**src/rtl/instr_encode_loader_pkg.sv**
```systemverilog
// Shared types and opcode constants for the R/I/U instruction encode-and-load block.
package instr_encode_loader_pkg;

  typedef enum logic [1:0] {
    FMT_R   = 2'd0,
    FMT_I   = 2'd1,
    FMT_U   = 2'd2,
    FMT_BAD = 2'd3
  } fmt_e;

  typedef enum logic [1:0] {
    IDLE = 2'd0,
    LOAD = 2'd1,
    DONE = 2'd2
  } state_e;

  localparam logic [6:0] OP_REG = 7'h33;
  localparam logic [6:0] OP_IMM = 7'h13;
  localparam logic [6:0] OP_LUI = 7'h37;

endpackage

```
**src/rtl/instr_encode_loader_if.sv**
```systemverilog
// Field-bundle handshake and instruction-memory write bus for the encode loader.
interface instr_encode_loader_if #(
  parameter int ADDR_W = 8
) ();
  import instr_encode_loader_pkg::*;

  logic              in_valid;
  logic              in_ready;
  fmt_e              in_fmt;
  logic              in_last;
  logic [6:0]        funct7;
  logic [4:0]        rs2;
  logic [4:0]        rs1;
  logic [2:0]        funct3;
  logic [4:0]        rd;
  logic [6:0]        opcode;
  logic [11:0]       imm12;
  logic [19:0]       imm20;
  logic              imem_we;
  logic [ADDR_W-1:0] imem_addr;
  logic [31:0]       imem_wdata;

  modport master (
    output in_valid, in_fmt, in_last, funct7, rs2, rs1, funct3, rd, opcode, imm12, imm20,
    input  in_ready, imem_we, imem_addr, imem_wdata
  );

  modport slave (
    input  in_valid, in_fmt, in_last, funct7, rs2, rs1, funct3, rd, opcode, imm12, imm20,
    output in_ready, imem_we, imem_addr, imem_wdata
  );

endinterface

```
**src/rtl/instr_encode_loader_pack.sv**
```systemverilog
// Combinational packer: format plus instruction fields into one 32-bit RV32 word.
module instr_pack
  import instr_encode_loader_pkg::*;
(
  input  fmt_e        fmt_i,
  input  logic [6:0]  funct7_i,
  input  logic [4:0]  rs2_i,
  input  logic [4:0]  rs1_i,
  input  logic [2:0]  funct3_i,
  input  logic [4:0]  rd_i,
  input  logic [6:0]  opcode_i,
  input  logic [11:0] imm12_i,
  input  logic [19:0] imm20_i,
  output logic [31:0] word_o,
  output logic        bad_o
);

  always_comb begin
    word_o = 32'h0;
    bad_o  = 1'b0;
    case (fmt_i)
      FMT_R:   word_o = {funct7_i, rs2_i, rs1_i, funct3_i, rd_i, opcode_i};
      FMT_I:   word_o = {imm12_i, rs1_i, funct3_i, rd_i, opcode_i};
      FMT_U:   word_o = {imm20_i, rd_i, opcode_i};
      default: bad_o  = 1'b1;
    endcase
  end

endmodule

```
**src/rtl/instr_encode_loader.sv**
```systemverilog
// Accepts field bundles, encodes them and writes one word per accept into imem
// through a single registered write stage.
module instr_encode_loader
  import instr_encode_loader_pkg::*;
#(
  parameter int ADDR_W = 8,
  parameter int DEPTH  = 256
) (
  input  logic                  clk,
  input  logic                  rst,
  input  logic                  start_i,
  instr_encode_loader_if.slave  bus,
  output logic                  busy_o,
  output logic                  done_o,
  output logic                  err_o,
  output logic [ADDR_W:0]       count_o
);

  localparam logic [ADDR_W-1:0] LAST_ADDR = ADDR_W'(DEPTH - 1);

  state_e            state_q, state_d;
  logic [ADDR_W-1:0] wptr_q, wptr_d;
  logic [ADDR_W:0]   count_q, count_d;
  logic              err_q, err_d;
  logic              we_q, we_d;
  logic [ADDR_W-1:0] addr_q, addr_d;
  logic [31:0]       wdata_q, wdata_d;
  logic [31:0]       word;
  logic              bad;
  logic              accept;

  instr_pack u_pack (
    .fmt_i    (bus.in_fmt),
    .funct7_i (bus.funct7),
    .rs2_i    (bus.rs2),
    .rs1_i    (bus.rs1),
    .funct3_i (bus.funct3),
    .rd_i     (bus.rd),
    .opcode_i (bus.opcode),
    .imm12_i  (bus.imm12),
    .imm20_i  (bus.imm20),
    .word_o   (word),
    .bad_o    (bad)
  );

  assign bus.in_ready = (state_q == LOAD) && !start_i;
  assign accept       = bus.in_valid && bus.in_ready;

  // start outranks everything; a write already registered still drains next cycle.
  always_comb begin
    state_d = state_q;
    wptr_d  = wptr_q;
    count_d = count_q;
    err_d   = err_q;
    we_d    = 1'b0;
    addr_d  = addr_q;
    wdata_d = wdata_q;
    if (start_i) begin
      state_d = LOAD;
      wptr_d  = '0;
      count_d = '0;
      err_d   = 1'b0;
    end else if (accept) begin
      if (bad) begin
        err_d = 1'b1;
        if (bus.in_last) state_d = DONE;
      end else begin
        we_d    = 1'b1;
        addr_d  = wptr_q;
        wdata_d = word;
        count_d = count_q + (ADDR_W+1)'(1);
        if (wptr_q != LAST_ADDR) wptr_d = wptr_q + ADDR_W'(1);
        if (bus.in_last || wptr_q == LAST_ADDR) state_d = DONE;
      end
    end
  end

  always_ff @(posedge clk or posedge rst) begin
    if (rst) begin
      state_q <= IDLE;
      wptr_q  <= '0;
      count_q <= '0;
      err_q   <= 1'b0;
      we_q    <= 1'b0;
      addr_q  <= '0;
      wdata_q <= '0;
    end else begin
      state_q <= state_d;
      wptr_q  <= wptr_d;
      count_q <= count_d;
      err_q   <= err_d;
      we_q    <= we_d;
      addr_q  <= addr_d;
      wdata_q <= wdata_d;
    end
  end

  assign bus.imem_we    = we_q;
  assign bus.imem_addr  = addr_q;
  assign bus.imem_wdata = wdata_q;
  assign busy_o         = (state_q == LOAD);
  assign done_o         = (state_q == DONE);
  assign err_o          = err_q;
  assign count_o        = count_q;

endmodule

```
**src/flat_wrapper.sv**
```systemverilog
// flat-port wrapper written by rule: the top's interface ports become plain ports
module instr_encode_loader_flat import instr_encode_loader_pkg::*;
#(
  parameter int ADDR_W = 8,
  parameter int DEPTH  = 256
)
  (clk, rst, start_i, busy_o, done_o, err_o, count_o, bus_in_valid, bus_in_fmt, bus_in_last, bus_funct7, bus_rs2, bus_rs1, bus_funct3, bus_rd, bus_opcode, bus_imm12, bus_imm20, bus_in_ready, bus_imem_we, bus_imem_addr, bus_imem_wdata);
  instr_encode_loader_if #(.ADDR_W(ADDR_W)) bus_i ();
  input  logic clk;
  input  logic rst;
  input  logic start_i;
  output logic busy_o;
  output logic done_o;
  output logic err_o;
  output logic [ADDR_W:0] count_o;
  input wire logic [$bits(bus_i.in_valid)-1:0] bus_in_valid;
  input wire logic [$bits(bus_i.in_fmt)-1:0] bus_in_fmt;
  input wire logic [$bits(bus_i.in_last)-1:0] bus_in_last;
  input wire logic [$bits(bus_i.funct7)-1:0] bus_funct7;
  input wire logic [$bits(bus_i.rs2)-1:0] bus_rs2;
  input wire logic [$bits(bus_i.rs1)-1:0] bus_rs1;
  input wire logic [$bits(bus_i.funct3)-1:0] bus_funct3;
  input wire logic [$bits(bus_i.rd)-1:0] bus_rd;
  input wire logic [$bits(bus_i.opcode)-1:0] bus_opcode;
  input wire logic [$bits(bus_i.imm12)-1:0] bus_imm12;
  input wire logic [$bits(bus_i.imm20)-1:0] bus_imm20;
  output wire logic [$bits(bus_i.in_ready)-1:0] bus_in_ready;
  output wire logic [$bits(bus_i.imem_we)-1:0] bus_imem_we;
  output wire logic [$bits(bus_i.imem_addr)-1:0] bus_imem_addr;
  output wire logic [$bits(bus_i.imem_wdata)-1:0] bus_imem_wdata;
  assign bus_i.in_valid = bus_in_valid;
  assign bus_i.in_fmt = bus_in_fmt;
  assign bus_i.in_last = bus_in_last;
  assign bus_i.funct7 = bus_funct7;
  assign bus_i.rs2 = bus_rs2;
  assign bus_i.rs1 = bus_rs1;
  assign bus_i.funct3 = bus_funct3;
  assign bus_i.rd = bus_rd;
  assign bus_i.opcode = bus_opcode;
  assign bus_i.imm12 = bus_imm12;
  assign bus_i.imm20 = bus_imm20;
  assign bus_in_ready = bus_i.in_ready;
  assign bus_imem_we = bus_i.imem_we;
  assign bus_imem_addr = bus_i.imem_addr;
  assign bus_imem_wdata = bus_i.imem_wdata;
  instr_encode_loader #(.ADDR_W(ADDR_W), .DEPTH(DEPTH)) u_core (.clk(clk), .rst(rst), .start_i(start_i), .bus(bus_i), .busy_o(busy_o), .done_o(done_o), .err_o(err_o), .count_o(count_o));
endmodule
```
**config.mk**
```make
export PLATFORM = sky130hd
export DESIGN_NAME = instr_encode_loader_flat
export DESIGN_NICKNAME = d
export VERILOG_FILES = /design/src/rtl/instr_encode_loader_pkg.sv /design/src/rtl/instr_encode_loader_if.sv /design/src/rtl/instr_encode_loader_pack.sv /design/src/rtl/instr_encode_loader.sv /design/src/flat_wrapper.sv
export SDC_FILE = /design/constraint.sdc
export NUM_CORES = 1
export LEC_CHECK = 0
export ABC_AREA = 0
export BUFFER_PORTS_ARGS = -buffer_cell sky130_fd_sc_hd__buf_2
export CAP_MARGIN = 5
export CELL_PAD_IN_SITES_DETAIL_PLACEMENT = 0
export CELL_PAD_IN_SITES_GLOBAL_PLACEMENT = 1
export CORE_ASPECT_RATIO = 0.75
export CORE_MARGIN = 5
export CORE_UTILIZATION = 34
export DETAILED_ROUTE_END_ITERATION = 8
export GPL_ROUTABILITY_DRIVEN = 0
export PLACE_DENSITY_LB_ADDON = 0.12
export SKIP_LAST_GASP = 1
export SYNTH_ARGS = -nofsm -noshare
export SYNTH_HDL_FRONTEND = slang
export SYNTH_SLANG_ARGS = --single-unit
export TNS_END_PERCENT = 20
```
**constraint.sdc**
```tcl
create_clock -name clk -period 2.2 [get_ports clk]
set_input_delay 0.22 -clock clk [delete_from_list [all_inputs] [get_ports clk]]
set_output_delay 0.22 -clock clk [all_outputs]
set_load 0.05 [all_outputs]
```
==> impl_metrics.toml <==
[placement]
port_buffers = 124
dp_hpwl_mm = 5.926
dp_cells = 542
dpl-instance-area_mm2 = 0.003687

[floorplanning]
dieWidth_um = 117.1
row_count = 29
start_util_pct = 34.75
core_mm2 = 0.008418
io_pins = 125
die-area_mm2 = 0.01058
die_h_um = 90.33

[logic_synthesis]
syn_area_mm2 = 0.002925
ys_seq_area_share_pct = 52.18
ys.flop_type = "dfrtp_1"
synth_area_leaders = "dfrtp_1 (52%), nand2_1 (11%), mux2i_1 (6.2%), a21oi_1 (3.9%), nand2b_1 (3.4%)"
ys_warn_count = 0
synth.avg_cell_area_um2 = 9.170
ys_ff_latch = 61
synth_cell_types = 36
synthTopCellsByCount = "nand2_1 (82), dfrtp_1 (61), a21oi_1 (23)"
synth_top_area_share_pct = 52.18
synth_most_common_cell = "nand2_1"
netlist_instances = 319
synth_top_cell_by_area = "dfrtp_1"
async_flop_share_pct = 100.0
synth_nets = 392
synth_edf_count = 0

[cells_and_area]
drive_above_1_share_pct = 33.56
fin_nets = 519
n_antenna_cell = 0
area_growth_pct = 36.44
fillers = 852
final_cells = 558
final_area_mm2 = 0.003991

[clocking]
insertion_delay_ns = 0.32
cts_resized = 0
cts_tree = "built"
root_buffer = "clkbuf_16"
clk_pin_slew_ns = 0.05
cts_buffers = 9
h-tree-depth = 3
cts.sinks = 61
cts_max_path_buffers = 2

[worst_setup_path]
crit_path_end_kind = "register"
r2r_cells = 4
crit_buf_inv = 0
r2r_slack_ns = 0.44
cp_data_arrival_time_ns = 1.96
crit_chain = "and4bb_2 -> nand2_2 -> nor4_1 -> mux2_2"
critPathMaxFanout = 11
endpoint = "u_core.wptr_q[7]$_DFFE_PP0P_"
path_depth = 4
max_stage_delay_ns = 0.41
cp.required_ns = 2.41
cp_top_family = "simple AND/OR/NAND/NOR gates"
r2r-start = "u_core.state_q[1]$_DFFE_PP0P_"
critPathLaunch = "u_core.state_q[1]$_DFFE_PP0P_"
r2r_end = "u_core.wptr_q[7]$_DFFE_PP0P_"
startpoint_type = "register"
critPathKind = "register to register"
cpMaxStageDelayCell = "dfrtp_1"

[pwr]
switching_share_pct = 36.06
p_seq_share_pct = 34.9
power_leakage_nw = 2.103
clockPowerShare_pct = 35.5
ir_drop_v = 0.0003765
power.density_mw_per_mm2 = 986.3
p_sw_mw = 1.420
combPwrFrac_pct = 29.5
internal-power_mw = 2.517

[drt]
totalWireLength_mm = 8.274
routed_via_density = 4.753
drc = 0
final_antenna_net_count = 0
dr_total_vias = 2652
drt-initial-drc-count = 120
wl_per_cell_um = 14.83
firstDrtPassIters = 4

[run]
drv_cap = 0

[timing]
finClkSkew_ns = 0.004341
slew_viol_final = 0
fin_crit_ns = 1.757
hold-worst-slack_ns = 0.07984
grt_setup_unrepaired = "no"
finalCritPeriodShare_pct = 79.84
hold_viol = 0
fmax_ghz = 0.5693
tns_ns = 0
max-slew-margin-rel_pct = 43.66
finalSetupViolCount = 0
tightest_slew_ns = 0.8434

[global_route]
antenna_found_initial = 0
grt_first_pass_wirelength_mm = 13.35
grt_max_degree = 39
overflow = 0
first_global_vias = 2632
grt_use_total_pct = 15.92

[min_path]
hp-class = "input pin to register"

[outcome]
status = "complete, no violations"
[power groups by stage]
| stage | clock network, mW | registers (mW) | logic, mW |
|---|---|---|---|
| floorplan | 0 | 1.94 | 0.302 |
| global placement | 0 | 1.39 | 1.17 |
| detailed placement | 0 | 1.39 | 1.18 |
| CTS | 1.44 | 1.38 | 1.18 |
| global route | 1.49 | 1.40 | 1.25 |
| finish | 1.40 | 1.38 | 1.16 |
[cells in the final DEF (no fill, tap or decap), drive strengths merged, types with 4 or more instances in the layout]
master  count
buf       134
nand2      83
dfrtp      61
a21oi      23
nor2       19
mux2i      18
o21ai      17
nand2b     16
clkbuf     14
o22ai       9
o31ai       8
nand4       6
nor2b       5
nand3       4
[flip-flops by register name (all words and copies together) (netlist names)]
register / cells
u_core.state_q: 2
u_core.bus.imem_addr: 8
u_core.bus.imem_wdata: 32
u_core.bus.imem_we: 1
u_core.wptr_q: 8
u_core.count_o: 9
u_core.err_o: 1
[kinds of logic after synthesis]
family                   count (synthesis)  share of synthesized area [%]
AO/OA/AOI/OAI                           64                          12.83
flip-flops                              61                          52.18
buffers and inverters                   23                          3.379
XOR/XNOR                                 4                          1.198
adder cells (fa/ha/maj)                  2                         0.8553
multiplexers                            19                          6.544
AND/OR/NAND/NOR                        146                          23.01
[area by class of cell]
class	count	area, um2	share of cell area (%)
Clock inverter	1	30.03	0.7524
Multi-Input combinational cell	235	1303	32.63
Sequential cell	61	1526	38.24
Tap cell	108	135.1	3.386
Timing Repair Buffer	135	718.2	17.99
Inverter	4	15.01	0.3762
Clock buffer	14	264.0	6.614
[worst min-delay path by stage]
stage	from	end	cells after the start	slack (ns)
6_report	bus_rd[0]	u_core.bus.imem_wdata[7]$_DFFE_PP0P_	3	0.08
5_1_grt	bus_rd[0]	u_core.bus.imem_wdata[7]$_DFFE_PP0P_	3	0.07
4_1_cts	bus_rd[0]	u_core.bus.imem_wdata[7]$_DFFE_PP0P_	3	0.07
3_5_place_dp	rst	u_core.bus.imem_wdata[4]$_DFFE_PP0P_	2	0.30
3_3_place_gp	rst	u_core.bus.imem_wdata[11]$_DFFE_PP0P_	2	0.30
2_1_floorplan	bus_opcode[0]	u_core.bus.imem_wdata[0]$_DFFE_PP0P_	2	0.33
[worst reg2reg max path, cell delays in order (launching register included)]
cell and delay, ns:
dfrtp_1 0.41, and4bb_2 0.33, nand2_2 0.15, nor4_1 0.38
mux2_2 0.37
[metal layers]
metal | GRT usage (%) | share of wire (%)
met1 | 22.33 | 47
met2 | 23.25 | 45
met3 | 5.157 | 7.8
met4 | 4.967 | 0.94
met5 | 0 | 0
[repair_timing]
action | CTS | global route
endpoints found under the hold margin | 23 | 0
hold buffers | 1 | 0
setup buffers | 0 | 0
endpoints found under the setup margin | 0 | 0
[through the flow]
| step | worst slack [ns] | util (%) | total power, mW |
|---|---|---|---|
| 2_1_floorplan | 0.2826 | - | 2.240 |
| 3_3_place_gp | 0.4290 | 43.80 | 2.558 |
| 3_5_place_dp | 0.3915 | 43.80 | 2.570 |
| 4_1_cts | 0.4399 | 47.41 | 3.995 |
| 5_1_grt | 0.3494 | 47.41 | 4.133 |
| 6_report | 0.4434 | 47.41 | 3.937 |
No activity file was read; power rests on OpenSTA's default activity.
